==> src/rtl/sample_arbiter_if.sv <==
// -----------------------------------------------------------------------------
// sample_arbiter_if
//
// Purpose: bundles the tick inputs, the per-source enable and overrun-clear
// controls, the status outputs and the req/ack/done handshake to the shared
// sampling engine into one interface. It is used between sample_arbiter and
// its environment.
//
// Signals:
//   tick_in     [NSRC] timer square waves, synchronous to clk
//   src_en      [NSRC] per-source enable
//   smp_req            request to the sampling engine, held until ack
//   smp_src     [3]    index of the granted source
//   smp_ack            engine accepted the request (1-cycle pulse)
//   smp_done           engine finished the sample (1-cycle pulse)
//   busy               arbiter is in REQ or BUSY
//   ovr_flags   [NSRC] sticky per-source overrun
//   ovr_clr     [NSRC] per-bit clear of ovr_flags
//   timeout_err        1-cycle pulse on a watchdog abort
//
// Modports:
//   master - the arbiter side (drives the request and the status)
//   slave  - the environment side (timer, control registers, engine)
// -----------------------------------------------------------------------------
interface sample_arbiter_if #(
   parameter int NSRC = 5
);
   logic [NSRC-1:0] tick_in;
   logic [NSRC-1:0] src_en;
   logic            smp_req;
   logic [2:0]      smp_src;
   logic            smp_ack;
   logic            smp_done;
   logic            busy;
   logic [NSRC-1:0] ovr_flags;
   logic [NSRC-1:0] ovr_clr;
   logic            timeout_err;

   modport master (
      input  tick_in,
      input  src_en,
      input  smp_ack,
      input  smp_done,
      input  ovr_clr,
      output smp_req,
      output smp_src,
      output busy,
      output ovr_flags,
      output timeout_err
   );

   modport slave (
      output tick_in,
      output src_en,
      output smp_ack,
      output smp_done,
      output ovr_clr,
      input  smp_req,
      input  smp_src,
      input  busy,
      input  ovr_flags,
      input  timeout_err
   );
endinterface

==> src/rtl/sample_arbiter.sv <==
// -----------------------------------------------------------------------------
// sample_arbiter
//
// Purpose: shares one sampling engine among the five rate ticks of the sample
// timer. A rising edge on an enabled tick raises that source's pending bit. A
// round-robin search, which starts just after the last granted source, picks
// one pending source. The source is then served over a req/ack/done
// handshake. If a tick rises while that source is still pending, its sticky
// overrun flag is set. A watchdog aborts a transaction that stays too long in
// REQ or BUSY.
//
// Parameters:
//   TIMEOUT  watchdog limit in cycles (legal 2..65535)
//   NSRC     number of tick sources (fixed at 5)
//
// Ports:
//   clk   system clock
//   rst   asynchronous, active-high reset
//   bus   sample_arbiter_if.master: ticks, enables, overrun flags/clear,
//         engine handshake, busy and timeout_err
// -----------------------------------------------------------------------------
module sample_arbiter #(
   parameter int TIMEOUT = 10000,
   parameter int NSRC    = 5
) (
   input  logic               clk,
   input  logic               rst,
   sample_arbiter_if.master   bus
);

   typedef enum logic [1:0] {
      ST_IDLE = 2'd0,
      ST_REQ  = 2'd1,
      ST_BUSY = 2'd2
   } state_t;

   // The watchdog aborts on the edge where it would reach TIMEOUT-1.
   localparam logic [15:0] WDOG_LAST  = 16'(TIMEOUT - 1);
   localparam logic [2:0]  LAST_RESET = 3'(NSRC - 1);

   // ---------------------------------------------------------------- state
   state_t          r_state;
   logic [NSRC-1:0] r_tick_d;
   logic [NSRC-1:0] r_pend;
   logic [NSRC-1:0] r_ovr;
   logic [2:0]      r_last;
   logic [2:0]      r_smp_src;
   logic            r_smp_req;
   logic            r_busy;
   logic            r_timeout_err;
   logic [15:0]     r_wdog;

   // ---------------------------------------------------------------- wires
   logic [NSRC-1:0] w_rise;
   logic [NSRC-1:0] w_grant_mask;
   logic [NSRC-1:0] w_ovr_set;
   logic [NSRC-1:0] w_pend_next;
   logic [NSRC-1:0] w_ovr_next;
   logic            w_grant_valid;
   logic            w_grant_fire;
   logic [2:0]      w_grant_idx;
   logic [15:0]     w_wdog_inc;
   logic            w_wdog_expire;

   // (base + off) mod NSRC. The caller keeps off in 1..NSRC, so one subtract is enough.
   function automatic logic [2:0] f_wrap(input logic [2:0] base, input int unsigned off);
      int unsigned s;
      s = int'(base) + off;
      if (s >= NSRC) begin
         s = s - NSRC;
      end
      return s[2:0];
   endfunction

   // ----------------------------------------------------- round-robin search
   // Walk the candidates from farthest to nearest. The nearest pending
   // source after r_last is written last, so it wins.
   always_comb begin
      w_grant_valid = 1'b0;
      w_grant_idx   = 3'd0;
      for (int k = NSRC; k >= 1; k--) begin
         if (r_pend[f_wrap(r_last, k)]) begin
            w_grant_valid = 1'b1;
            w_grant_idx   = f_wrap(r_last, k);
         end
      end
   end

   assign w_grant_fire  = (r_state == ST_IDLE) && w_grant_valid;
   assign w_wdog_inc    = r_wdog + 16'd1;
   assign w_wdog_expire = (w_wdog_inc == WDOG_LAST);

   // ------------------------------------------------ per-source bookkeeping
   generate
      for (genvar gi = 0; gi < NSRC; gi++) begin : g_src
         assign w_rise[gi]       = bus.tick_in[gi] & ~r_tick_d[gi] & bus.src_en[gi];
         assign w_grant_mask[gi] = w_grant_fire && (w_grant_idx == 3'(gi));
         // A rise on the source being granted this cycle re-arms pend
         // instead of counting as an overrun.
         assign w_ovr_set[gi]    = w_rise[gi] & r_pend[gi] & ~w_grant_mask[gi];
         assign w_pend_next[gi]  = bus.src_en[gi] &
                                   ((r_pend[gi] & ~w_grant_mask[gi]) | w_rise[gi]);
         // A new overrun wins over a clear in the same cycle.
         assign w_ovr_next[gi]   = w_ovr_set[gi] | (r_ovr[gi] & ~bus.ovr_clr[gi]);
      end
   endgenerate

   // r_tick_d resets to all ones. A tick that is already high when reset
   // is released is then not seen as a fresh edge.
   always_ff @(posedge clk or posedge rst) begin
      if (rst) begin
         r_tick_d <= '1;
         r_pend   <= '0;
         r_ovr    <= '0;
      end else begin
         r_tick_d <= bus.tick_in;
         r_pend   <= w_pend_next;
         r_ovr    <= w_ovr_next;
      end
   end

   // ------------------------------------------------------------------ FSM
   // All outputs are registered here. The watchdog restarts from zero on
   // every state change. An aborted source is dropped and is not re-queued.
   always_ff @(posedge clk or posedge rst) begin
      if (rst) begin
         r_state       <= ST_IDLE;
         r_smp_req     <= 1'b0;
         r_smp_src     <= 3'd0;
         r_busy        <= 1'b0;
         r_timeout_err <= 1'b0;
         r_last        <= LAST_RESET;
         r_wdog        <= 16'd0;
      end else begin
         r_timeout_err <= 1'b0;
         case (r_state)
            ST_IDLE: begin
               r_wdog <= 16'd0;
               if (w_grant_fire) begin
                  r_state   <= ST_REQ;
                  r_smp_src <= w_grant_idx;
                  r_last    <= w_grant_idx;
                  r_smp_req <= 1'b1;
                  r_busy    <= 1'b1;
               end
            end

            ST_REQ: begin
               if (bus.smp_ack && bus.smp_done) begin
                  r_state   <= ST_IDLE;
                  r_smp_req <= 1'b0;
                  r_busy    <= 1'b0;
                  r_wdog    <= 16'd0;
               end else if (bus.smp_ack) begin
                  r_state   <= ST_BUSY;
                  r_smp_req <= 1'b0;
                  r_wdog    <= 16'd0;
               end else if (w_wdog_expire) begin
                  r_state       <= ST_IDLE;
                  r_smp_req     <= 1'b0;
                  r_busy        <= 1'b0;
                  r_timeout_err <= 1'b1;
                  r_wdog        <= 16'd0;
               end else begin
                  // smp_done without smp_ack is ignored here.
                  r_wdog <= w_wdog_inc;
               end
            end

            ST_BUSY: begin
               if (bus.smp_done) begin
                  r_state <= ST_IDLE;
                  r_busy  <= 1'b0;
                  r_wdog  <= 16'd0;
               end else if (w_wdog_expire) begin
                  r_state       <= ST_IDLE;
                  r_busy        <= 1'b0;
                  r_timeout_err <= 1'b1;
                  r_wdog        <= 16'd0;
               end else begin
                  r_wdog <= w_wdog_inc;
               end
            end

            default: begin
               r_state   <= ST_IDLE;
               r_smp_req <= 1'b0;
               r_busy    <= 1'b0;
               r_wdog    <= 16'd0;
            end
         endcase
      end
   end

   // -------------------------------------------------------------- outputs
   assign bus.smp_req     = r_smp_req;
   assign bus.smp_src     = r_smp_src;
   assign bus.busy        = r_busy;
   assign bus.ovr_flags   = r_ovr;
   assign bus.timeout_err = r_timeout_err;

endmodule

==> src/flat_wrapper.sv <==
// flat-port wrapper written by rule: the top's interface ports become plain ports
module sample_arbiter_flat 
#(
   parameter int TIMEOUT = 10000,
   parameter int NSRC    = 5
)
  (clk, rst, bus_tick_in, bus_src_en, bus_smp_ack, bus_smp_done, bus_ovr_clr, bus_smp_req, bus_smp_src, bus_busy, bus_ovr_flags, bus_timeout_err);
  sample_arbiter_if #(.NSRC(NSRC)) bus_i ();
  input  logic clk;
  input  logic rst;
  input wire logic [$bits(bus_i.tick_in)-1:0] bus_tick_in;
  input wire logic [$bits(bus_i.src_en)-1:0] bus_src_en;
  input wire logic [$bits(bus_i.smp_ack)-1:0] bus_smp_ack;
  input wire logic [$bits(bus_i.smp_done)-1:0] bus_smp_done;
  input wire logic [$bits(bus_i.ovr_clr)-1:0] bus_ovr_clr;
  output wire logic [$bits(bus_i.smp_req)-1:0] bus_smp_req;
  output wire logic [$bits(bus_i.smp_src)-1:0] bus_smp_src;
  output wire logic [$bits(bus_i.busy)-1:0] bus_busy;
  output wire logic [$bits(bus_i.ovr_flags)-1:0] bus_ovr_flags;
  output wire logic [$bits(bus_i.timeout_err)-1:0] bus_timeout_err;
  assign bus_i.tick_in = bus_tick_in;
  assign bus_i.src_en = bus_src_en;
  assign bus_i.smp_ack = bus_smp_ack;
  assign bus_i.smp_done = bus_smp_done;
  assign bus_i.ovr_clr = bus_ovr_clr;
  assign bus_smp_req = bus_i.smp_req;
  assign bus_smp_src = bus_i.smp_src;
  assign bus_busy = bus_i.busy;
  assign bus_ovr_flags = bus_i.ovr_flags;
  assign bus_timeout_err = bus_i.timeout_err;
  sample_arbiter #(.TIMEOUT(TIMEOUT), .NSRC(NSRC)) u_core (.clk(clk), .rst(rst), .bus(bus_i));
endmodule
==> config.mk <==
export PLATFORM = sky130hd
export DESIGN_NAME = sample_arbiter_flat
export DESIGN_NICKNAME = d
export VERILOG_FILES = /design/src/rtl/sample_arbiter_if.sv /design/src/rtl/sample_arbiter.sv /design/src/flat_wrapper.sv
export SDC_FILE = /design/constraint.sdc
export NUM_CORES = 1
export LEC_CHECK = 0
export ABC_AREA = 1
export BUFFER_PORTS_ARGS = -buffer_cell sky130_fd_sc_hd__buf_2
export CAP_MARGIN = 20
export CORE_ASPECT_RATIO = 1.2
export CORE_MARGIN = 2
export CORE_UTILIZATION = 64
export DETAILED_ROUTE_END_ITERATION = 10
export PLACE_DENSITY = 0.85
export SYNTH_ARGS = -nofsm -noshare
export SYNTH_HDL_FRONTEND = slang
export SYNTH_SLANG_ARGS = --single-unit
export TNS_END_PERCENT = 50
==> constraint.sdc <==
create_clock -name clk -period 4.65 [get_ports clk]
set_input_delay 0.465 -clock clk [delete_from_list [all_inputs] [get_ports clk]]
set_output_delay 0.465 -clock clk [all_outputs]
set_load 0.02 [all_outputs]
After elaboration in Yosys (flattened, before gate mapping)
Cells that the tools add are included.

storage, ports and cells
  bits in registers = 42
  output and inout port bits = 11

operators by class
  equal/unequal tests = 10
  add/subtract/negate cells = 11
  muxes and demuxes = 51
  bitwise logic cells = 61
  order comparisons = 10
  reductions and logical operators = 12

operators with widths
  kind                                                               number
  2-to-1 mux 16 bit                                                  4
  bitwise AND 1 bit                                                  35
  case mux 16 bit (2 select lines)                                   1
  2-to-1 mux 3 bit                                                   10
  2-to-1 mux 1 bit                                                   22
  greater-or-equal comparator 4 x 3 -> 1 bit, second input constant  5
  < comparator 3 x 4 -> 1 bit, second input constant                 5
  adder 16 x 1 -> 16 bit, second input constant                      1
  equality test 16 x 14 -> 1 bit, second input constant              1
  inverter 1 bit                                                     16
  binary-select mux 1 bit (select 3 bit)                             5
  subtractor 3 bit, second input constant                            5
  2-to-1 mux 2 bit                                                   5
  OR 1 bit                                                           10
  adder 3 x 2 -> 4 bit, second input constant                        2
  adder 3 x 3 -> 4 bit, second input constant                        2
  logical AND 1 bit                                                  7
  equality test 3 x 2 -> 1 bit, second input constant                2
  case mux 1 bit (3 select lines)                                    2
  case mux 2 bit (3 select lines)                                    1
  adder 3 x 1 -> 4 bit, second input constant                        1
  inequality test 4 x 2 -> 1 bit, second input constant              1
  AND reduction 2 bit                                                2
  equality test 3 x 1 -> 1 bit, second input constant                1
  other kinds (9)                                                    9

Logic depth before layout (Yosys ltp)
Gate-level depths: netlist of run 1.

  word-level depth = 16
  mapped depth = 22
  depth with buffers taken out = 21

Worst setup path after synthesis of run 1
No wires, ideal clock.

  path type = flip-flop to flip-flop
  start = reg, netlist name u_core.bus.smp_src[0]
  end = reg u_core.r_ovr[4] (netlist: u_core.bus.ovr_flags[4])
  slack = 2042 ps
  cell stages (with the launch flop) = 18
  buffers on the path = 1
  setup time = 126 ps
  arrival = 2482 ps
  cell sequence = dfrtp_1 > inv_2 > buf_6 > ha_1 > inv_1 > fa_1 > inv_1 > nand2_1 > o21ai_0 > inv_1 > nand3_1 > nand3_1 > nand3_1 > nor2_4 > a21oi_4 > nand2_1 > nand2_1 > o22ai_1

RTL lines
  what                  RTL line               source
  to (signal assigned)  sample_arbiter.sv:118  r_ovr <= w_ovr_next;
  to (decl)             sample_arbiter.sv:45   logic [NSRC-1:0] r_ovr;

==> reports/qor.txt, run 1 <==
post-layout min period - 3.33 ns
Residual DRC - 0
Area contributors post-synth - dfrtp_1 (28%), nand2_1 (14%), nand3_1 (10%)
count leader, synth - nand2_1
WP buf/inv - 4
Final HPWL DP - 5.42 mm
Final #Nets - 490
first-pass GRT wire length - 12.1 mm
Crit Path Max Fanout - 15
initial antenna violation count - 0
Worst-Skew Late Latency - 0.28 ns
via count - 2855
Post-Synthesis Net Count - 457
largest net degree at the start of global routing - 41
Die H - 79.2 microns
Power Dens Cells - 797 nW/um^2
Worst Path Required - 4.83 ns
Synth top area share - 28.2%
kind of critical path - flop to flop
post-CTS setup buffer count - 0
hold-fix buffers at CTS - 0
post-synthesis sequential element count - 40
status - complete, no violations
layout cell share with drive strength beyond 1 - 16.0%
Initial Util - 66.1%
vias per inst - 5.55
diode count - 0
clk buf depth - 2
post-synthesis sequential area ratio - 33.5%
routability cong. - 1.01
top layer in use - met4
worst clock skew - 0.00192 ns
Syn Std Cell Area - 3010 sq um
Leak - 1.65 nW
max-cap violations - 0
ys flop type - dfrtp_1
CP top delay family - simple AND/OR/NAND/NOR gates
Min-Delay Path Class - primary input to async pin
startpoint types - flop
# port buffers - 29
largest area contributor in the netlist - dfrtp_1
unrepaired setup endpoints after global routing - false
Worst path most repeated cell - nand2_1
number of flops mapped to enable cells by yosys - 0
GR Util All Layers - 29.7%
FMAX - 300 MHz
ANT nets after route - 0
CP Capture Type - flop
core box area - 4560 sq um
Initial DRC Count - 163
die area - 5270 sq um
clock buffer count from CTS - 5
final count of hold timing violations - 0
chip width - 66.6 microns
DR WL met3 - 325 microns
# resized after CTS - 0
P&R area growth vs syn - 9.34%
Reg clk slew, reported paths - 0.07 ns
setup violators final - 0
post-synth cell types - 40
Max H-tree Level - 2
clock root buffer master - clkbuf_8
routed wl met2 - 3.60 mm
drt pass-1 iters - 6
Row Count - 27
Routed WL - 6.97 mm
CP arrival - 3.52 ns
Worst path max stage delay - 0.58 ns
ys async rst share - 100%
ordered cell list for the critical path - inv_2 > ha_1 > inv_1 > fa_1 > inv_1 > nand2_1 > o21ai_0 > inv_1 > nand3_1 > nand3_1 > a21oi_1 > nor2_1 > nand2_1 > nand2_2 > nor2_1 > nand2_1 > nand3_1 > nand2_1
Top Ports - 30
wire per inst - 13.6 microns
Final period util - 71.7%
Slew headroom - 63.9%
GRT overflow - 0
yosys warns - 0
Worst Tran Pin Value - 0.535 ns
Synth Area per Inst - 7.14 sq um
Final Instance Area - 3290 sq um
slowest stage cell, crit path - dfrtp_1
cells after synthesis - 422
M1 wire length - 2.72 mm
worst vdd ir - 0.402 mV
Clock Sinks - 40
synth cell count leaders - nand2_1 (116), nand3_1 (61), inv_1 (52), nor2_1 (41), dfrtp_1 (34)
DP Area - 3200 sq um
vias in the first global route - 2880
CTS tree - done
final slew viol count - 0
Post-Route Setup TNS - 0 ns
## worst reg2reg max path, stage by stage, from the launching register on
cell,delay [ns]
dfrtp_1,0.58
inv_2,0.30
ha_1,0.19
inv_1,0.05
fa_1,0.42
inv_1,0.07
nand2_1,0.09
o21ai_0,0.35
inv_1,0.13
nand3_1,0.11
nand3_1,0.17
a21oi_1,0.21
nor2_1,0.07
nand2_1,0.09
nand2_2,0.08
nor2_1,0.09
nand2_1,0.09
nand3_1,0.08
nand2_1,0.05
## placed cells by master (no fill, tap or decap), drive strengths merged
master  synthesis  layout
inv            55      55
ha             15      15
nand3          67      67
a21oi           7       7
dfstp           6       6
o21ai          20      20
o22ai           3       3
nor3b           1       1
a31o            1       1
nor2b           2       2
xnor2           4       4
dfrtp          34      34
nor2           44      44
nand3b          2       2
o21a            1       1
clkinv          1       1
nand2         128     128
o211ai          1       1
fa              1       1
o21bai          2       2
clkbuf          0       8
xor2            7       7
buf             4      30
nor3            6       6
nand4           8       8
a21boi          1       1
nor4b           1       1
## power by group
group	switching [mW]	total (mW)	internal, mW
Clock	0.111	0.232	0.121
Combinational	1.25	1.88	0.632
Sequential	0.0975	0.512	0.414
## cells by family (layout without fill, tap and decap cells)
kind of cell	Yosys count	count (layout)	share of synthesized area, %
xor gates and xnor gates	11	11	3.20
and+or+nand+nor	259	259	40.5
adders and majority gates	16	16	6.89
AOI/OAI and AO/OA	36	36	7.77
DFF	40	40	33.5
buffers and inverters	60	94	8.18
## state kept, by name (all words and copies together) (netlist names)
name	flops
u_core.bus.ovr_flags	5
u_core.bus.smp_req	1
u_core.r_pend	5
u_core.r_wdog	16
u_core.bus.busy	1
u_core.bus.timeout_err	1
u_core.r_last	1
u_core.r_tick_d	5
u_core.r_state	2
u_core.bus.smp_src	3
## path summary, 6_finish.rpt
kind	slack (ns)	depth (start not counted)	endpoint	startpoint
max	1.32	18	u_core.bus.ovr_flags[1]	u_core.bus.smp_src[0]
min	0.29	3	u_core.bus.busy	rst
max reg2reg	1.32	18	u_core.bus.ovr_flags[1]	u_core.bus.smp_src[0]
min reg2reg	0.48	2	u_core.bus.ovr_flags[0]	u_core.bus.ovr_flags[0]
max in group asynchronous	3.99	3	u_core.r_tick_d[3]	rst
min in group clk	0.29	1	u_core.r_tick_d[0]	bus_tick_in[0]
## layout make-up
cell class,count,area (sq um)
timing repair buffer,30,153
tap,58,72.6
sequential,40,1010
fill,394,1270
multi-input combinational,322,1760
inverter,56,213
clock buffer,8,90.1
## routing by layer
metal | track usage [%] | vias to the layer above
li1 | - | 1423
met1 | 33.8 | 1304
met2 | 52.5 | 95
met3 | 3.97 | 33
met4 | 16.3 | 0
met5 | 0 | -
## stage by stage
| step | utilization, % | std cells | setup WS (ns) | power, mW | hold WS (ns) |
|---|---|---|---|---|---|
| final | 72.2 | 514 | 1.32 | 2.63 | 0.285 |
| after CTS | 72.2 | 514 | 1.41 | 2.61 | 0.278 |
| after global placement | 70.3 | 506 | 1.56 | 2.33 | 0.460 |
| after detailed placement | 70.3 | 506 | 1.44 | 2.37 | 0.462 |
| after global routing | 72.2 | 514 | 1.12 | 2.90 | 0.270 |
| after floorplan | - | 422 | 2.04 | 2.03 | 0.454 |
Note: power is estimated with default switching activity, not from simulation.
==> run 2, diff against run 1 <==
CORE_UTILIZATION = 54   (was 64)
PLACE_DENSITY = 0.77   (was 0.85)
clock period = 2.78 ns   (was 4.65 ns; I/O delays follow)
==> reports/qor.txt, run 2 (synthesized netlist as in run 1, its figures left out) <==
status - complete, no violations
Slew headroom - 60.9%
Clock Sinks - 40
via count - 2908
Row Count - 29
Final period util - 92.2%
Worst-Skew Late Latency - 0.28 ns
Worst Path Required - 3.00 ns
initial antenna violation count - 0
kind of critical path - flop to flop
Post-Route Setup TNS - 0 ns
die area - 6200 sq um
wire per inst - 13.5 microns
post-layout min period - 2.56 ns
Initial DRC Count - 145
layout cell share with drive strength beyond 1 - 24.4%
vias per inst - 5.49
commonest non-fill, non-tap cell in the layout - nand2_1
Initial Util - 56.5%
Reg clk slew, reported paths - 0.07 ns
Residual DRC - 0
clock buffer count from CTS - 5
ANT nets after route - 0
max reg flops - 16
GR Util All Layers - 24.9%
Routed WL - 7.15 mm
diode count - 0
final count of hold timing violations - 0
Final HPWL DP - 5.58 mm
max-cap violations - 0
P&R area growth vs syn - 16.9%
CTS tree - done
core box area - 5330 sq um
Worst R2R End - u_core.r_pend[0]
clock root buffer master - clkbuf_8
Filler Cell Count - 453
Worst R2R Start - u_core.r_last[2]
final slew viol count - 0
Top Ports - 30
clk buf depth - 2
Final #Nets - 502
Worst path most repeated cell - nand2_1
Max H-tree Level - 2
slowest stage cell, crit path - dfstp_2
Crit Path Max Fanout - 8
Final Instance Area - 3520 sq um
startpoint types - flop
most frequent cells in the layout - nand2_1 (109), nand3_1 (54), inv_1 (48)
routability cong. - 0.973
FF-to-FF path depth - 16
Final Core Density - 66.1%
Min-Delay Path Class - primary input to async pin
GRT overflow - 0
Die H - 85.8 microns
CP Capture Type - flop
chip width - 72.2 microns
CP Launch Point - u_core.r_last[2]
Largest Register - u_core.r_wdog
DP Area - 3280 sq um
worst reg2reg setup slack - 0.22 ns
FMAX - 390 MHz
# port buffers - 29
unrepaired setup endpoints after global routing - false
first-pass GRT wire length - 12.4 mm
Worst path max stage delay - 0.56 ns
largest net degree at the start of global routing - 17
ordered cell list for the critical path - inv_4 > buf_4 > ha_1 > nand2_1 > nand3_1 > o21ai_0 > nand3_1 > nand3_2 > nand3b_4 > nor2_4 > nand2_1 > nand2_2 > nor2_1 > nand2_1 > nand3_1 > nand2_1
worst clock skew - 0.00400 ns
setup violators final - 0
CP arrival - 2.79 ns
drt pass-1 iters - 5
vias in the first global route - 2847
Worst Tran Pin Value - 0.585 ns
run 2: cell count changes in the layout (fill, tap and decap cells not counted), sizes merged:
cell / before / now
buf: 30 / 42
run 2: timing repair:
item | 4_1_cts | 5_1_grt
hold buffers | 0 | 0
endpoints found under the setup margin | 0 | 18
buffers inserted | 0 | 3
resized for setup | 0 | 35
run 2: through the flow:
stage / setup WS, ns / hold slack [ns] / std cells
after floorplan: 0.172 / 0.282 / 422
after global placement: 0.167 / 0.357 / 519
after detailed placement: 0.0881 / 0.366 / 519
after CTS: 0.0700 / 0.0573 / 527
after global routing: 0.00388 / 0.0824 / 530
final: 0.216 / 0.0458 / 530
run 2: cell type report:
type	count	area [sq um]	share of cell area, %
clock buffers	8	90.1	2.56
inverters	56	213	6.04
multi-input cells	322	1890	53.7
flip-flops and latches	40	1010	28.6
well taps	62	77.6	2.20
repair buffers	42	243	6.89
run 2: worst max-delay path by stage:
stage,cells past startpoint,to,slack [ns]
final,16,u_core.r_pend[0],0.22
after detailed placement,15,u_core.bus.ovr_flags[4],0.09
after global routing,20,u_core.r_pend[1],0.004
after global placement,18,u_core.bus.ovr_flags[0],0.17
after floorplan,17,u_core.bus.ovr_flags[4],0.17
after CTS,15,u_core.bus.ovr_flags[4],0.07
run 2: worst max-delay path, delay by kind of cell (launching register included):
kind | cells | cell delay [ns]
AO/OA/AOI/OAI | 1 | 0.28
AND/OR/NAND/NOR | 12 | 1.26
adder cells (fa/ha/maj) | 1 | 0.19
flip-flops | 1 | 0.56
buffers and inverters | 2 | 0.22
run 2: per-layer routing:
| metal | GRT usage [%] | part of all wire (%) | up-vias |
|---|---|---|---|
| li1 | - | - | 1451 |
| met1 | 29.9 | 40 | 1358 |
| met2 | 43.6 | 53 | 80 |
| met3 | 3.53 | 4.5 | 19 |
| met4 | 11.1 | 3.0 | 0 |
| met5 | 0 | 0 | - |
Power of run 2 is not shown: default switching activity piles up to over one toggle a cycle in this logic, so the estimate is an artifact.
==> run 3, diff against run 2 <==
MAX_ROUTING_LAYER = met4   (was not set)
==> reports/qor.txt, run 3 (synthesized netlist as in run 1, its figures left out) <==
status - complete, no violations
via count - 2911
final count of hold timing violations - 0
Worst path max stage delay - 0.56 ns
Worst-Skew Late Latency - 0.28 ns
clock buffer count from CTS - 5
FMAX - 390 MHz
initial antenna violation count - 0
clk buf depth - 2
largest net degree at the start of global routing - 17
Min-Delay Path Class - primary input to async pin
ordered cell list for the critical path - inv_4 > buf_4 > ha_1 > nand2_1 > nand3_1 > o21ai_0 > nand3_1 > nand3_2 > nand3b_4 > nor2_4 > nand2_1 > nand2_2 > nor2_1 > nand2_1 > nand3_1 > nand2_1
met3 GRT Util - 3.41%
worst clock skew - 0.00364 ns
FF-to-FF path depth - 16
Die H - 85.8 microns
Post-Route Setup TNS - 0 ns
Worst Tran Pin Value - 0.586 ns
max reg flops - 16
unrepaired setup endpoints after global routing - false
most frequent cells in the layout - nand2_1 (109), nand3_1 (54), inv_1 (48)
vias per inst - 5.49
die area - 6200 sq um
clock root buffer master - clkbuf_8
diode count - 0
Worst Path Required - 3.00 ns
commonest non-fill, non-tap cell in the layout - nand2_1
# port buffers - 29
Reg clk slew, reported paths - 0.07 ns
chip width - 72.2 microns
Residual DRC - 0
slowest stage cell, crit path - dfstp_2
first-pass GRT wire length - 12.4 mm
CP Capture Type - flop
Crit Path Max Fanout - 8
GR Util All Layers - 25.6%
kind of critical path - flop to flop
CP arrival - 2.79 ns
core box area - 5330 sq um
Slew headroom - 60.9%
Final HPWL DP - 5.58 mm
final slew viol count - 0
Initial DRC Count - 138
routability cong. - 0.991
Initial Util - 56.5%
max-cap violations - 0
P&R area growth vs syn - 16.9%
setup violators final - 0
wire per inst - 13.5 microns
layout cell share with drive strength beyond 1 - 24.4%
met2 Use GR - 43.7%
gr busiest metal - met2
Row Count - 29
Final Core Density - 66.1%
DP Area - 3280 sq um
Final Instance Area - 3520 sq um
drt pass-1 iters - 4
CTS tree - done
Max H-tree Level - 2
Final period util - 92.2%
Routed WL - 7.16 mm
Largest Register - u_core.r_wdog
post-layout min period - 2.56 ns
Worst path most repeated cell - nand2_1
startpoint types - flop
Clock Sinks - 40
Top Ports - 30
vias in the first global route - 2842
ANT nets after route - 0
Final #Nets - 502
global-route met1 utilization - 30.1%
GRT overflow - 0
[run 3: path summary, 6_finish.rpt]
kind                                    start                  to  slack, ns
max                          u_core.r_last[2]    u_core.r_pend[0]       0.22
min                                       rst  u_core.bus.smp_req       0.05
max reg2reg                  u_core.r_last[2]    u_core.r_pend[0]       0.22
min reg2reg                u_core.bus.smp_req  u_core.bus.smp_req       0.48
max in group asynchronous                 rst  u_core.r_tick_d[1]       2.04
min in group clk               bus_tick_in[3]  u_core.r_tick_d[3]       0.10
[run 3: repair_timing]
action	4_1_cts	5_1_grt
gates resized for setup	0	35
buffers inserted	0	3
hold buffers	0	0
setup endpoints to repair	0	18
[run 3: cell type report]
| cell class | count | area (sq um) |
|---|---|---|
| fillers | 453 | 1810 |
| multi-input cells | 322 | 1890 |
| clock buffers | 8 | 90.1 |
| repair buffers | 42 | 243 |
| well taps | 62 | 77.6 |
| flip-flops and latches | 40 | 1010 |
| inverters | 56 | 213 |
[run 3: routing by layer]
layer	up-vias	wire length, microns
met5	-	0
li1	1449	-
met4	0	213
met2	73	3780
met1	1370	2890
met3	19	268
[run 3: critical path, delay by kind of cell, from the launching register on]
family          cells  cell delay, ns
buf+inv             2            0.22
compound gates      1            0.28
fa+ha+maj           1            0.19
flops               1            0.56
simple gates       12            1.26
[run 3: per-stage QoR]
stage	instances	hold WS (ns)	setup slack, ns
final	530	0.0464	0.217
after global routing	530	0.0824	0.00388
after CTS	527	0.0573	0.0700
after detailed placement	519	0.366	0.0881
after global placement	519	0.357	0.167
after floorplan	422	0.282	0.172
Power of run 3 is left out for the same reason.
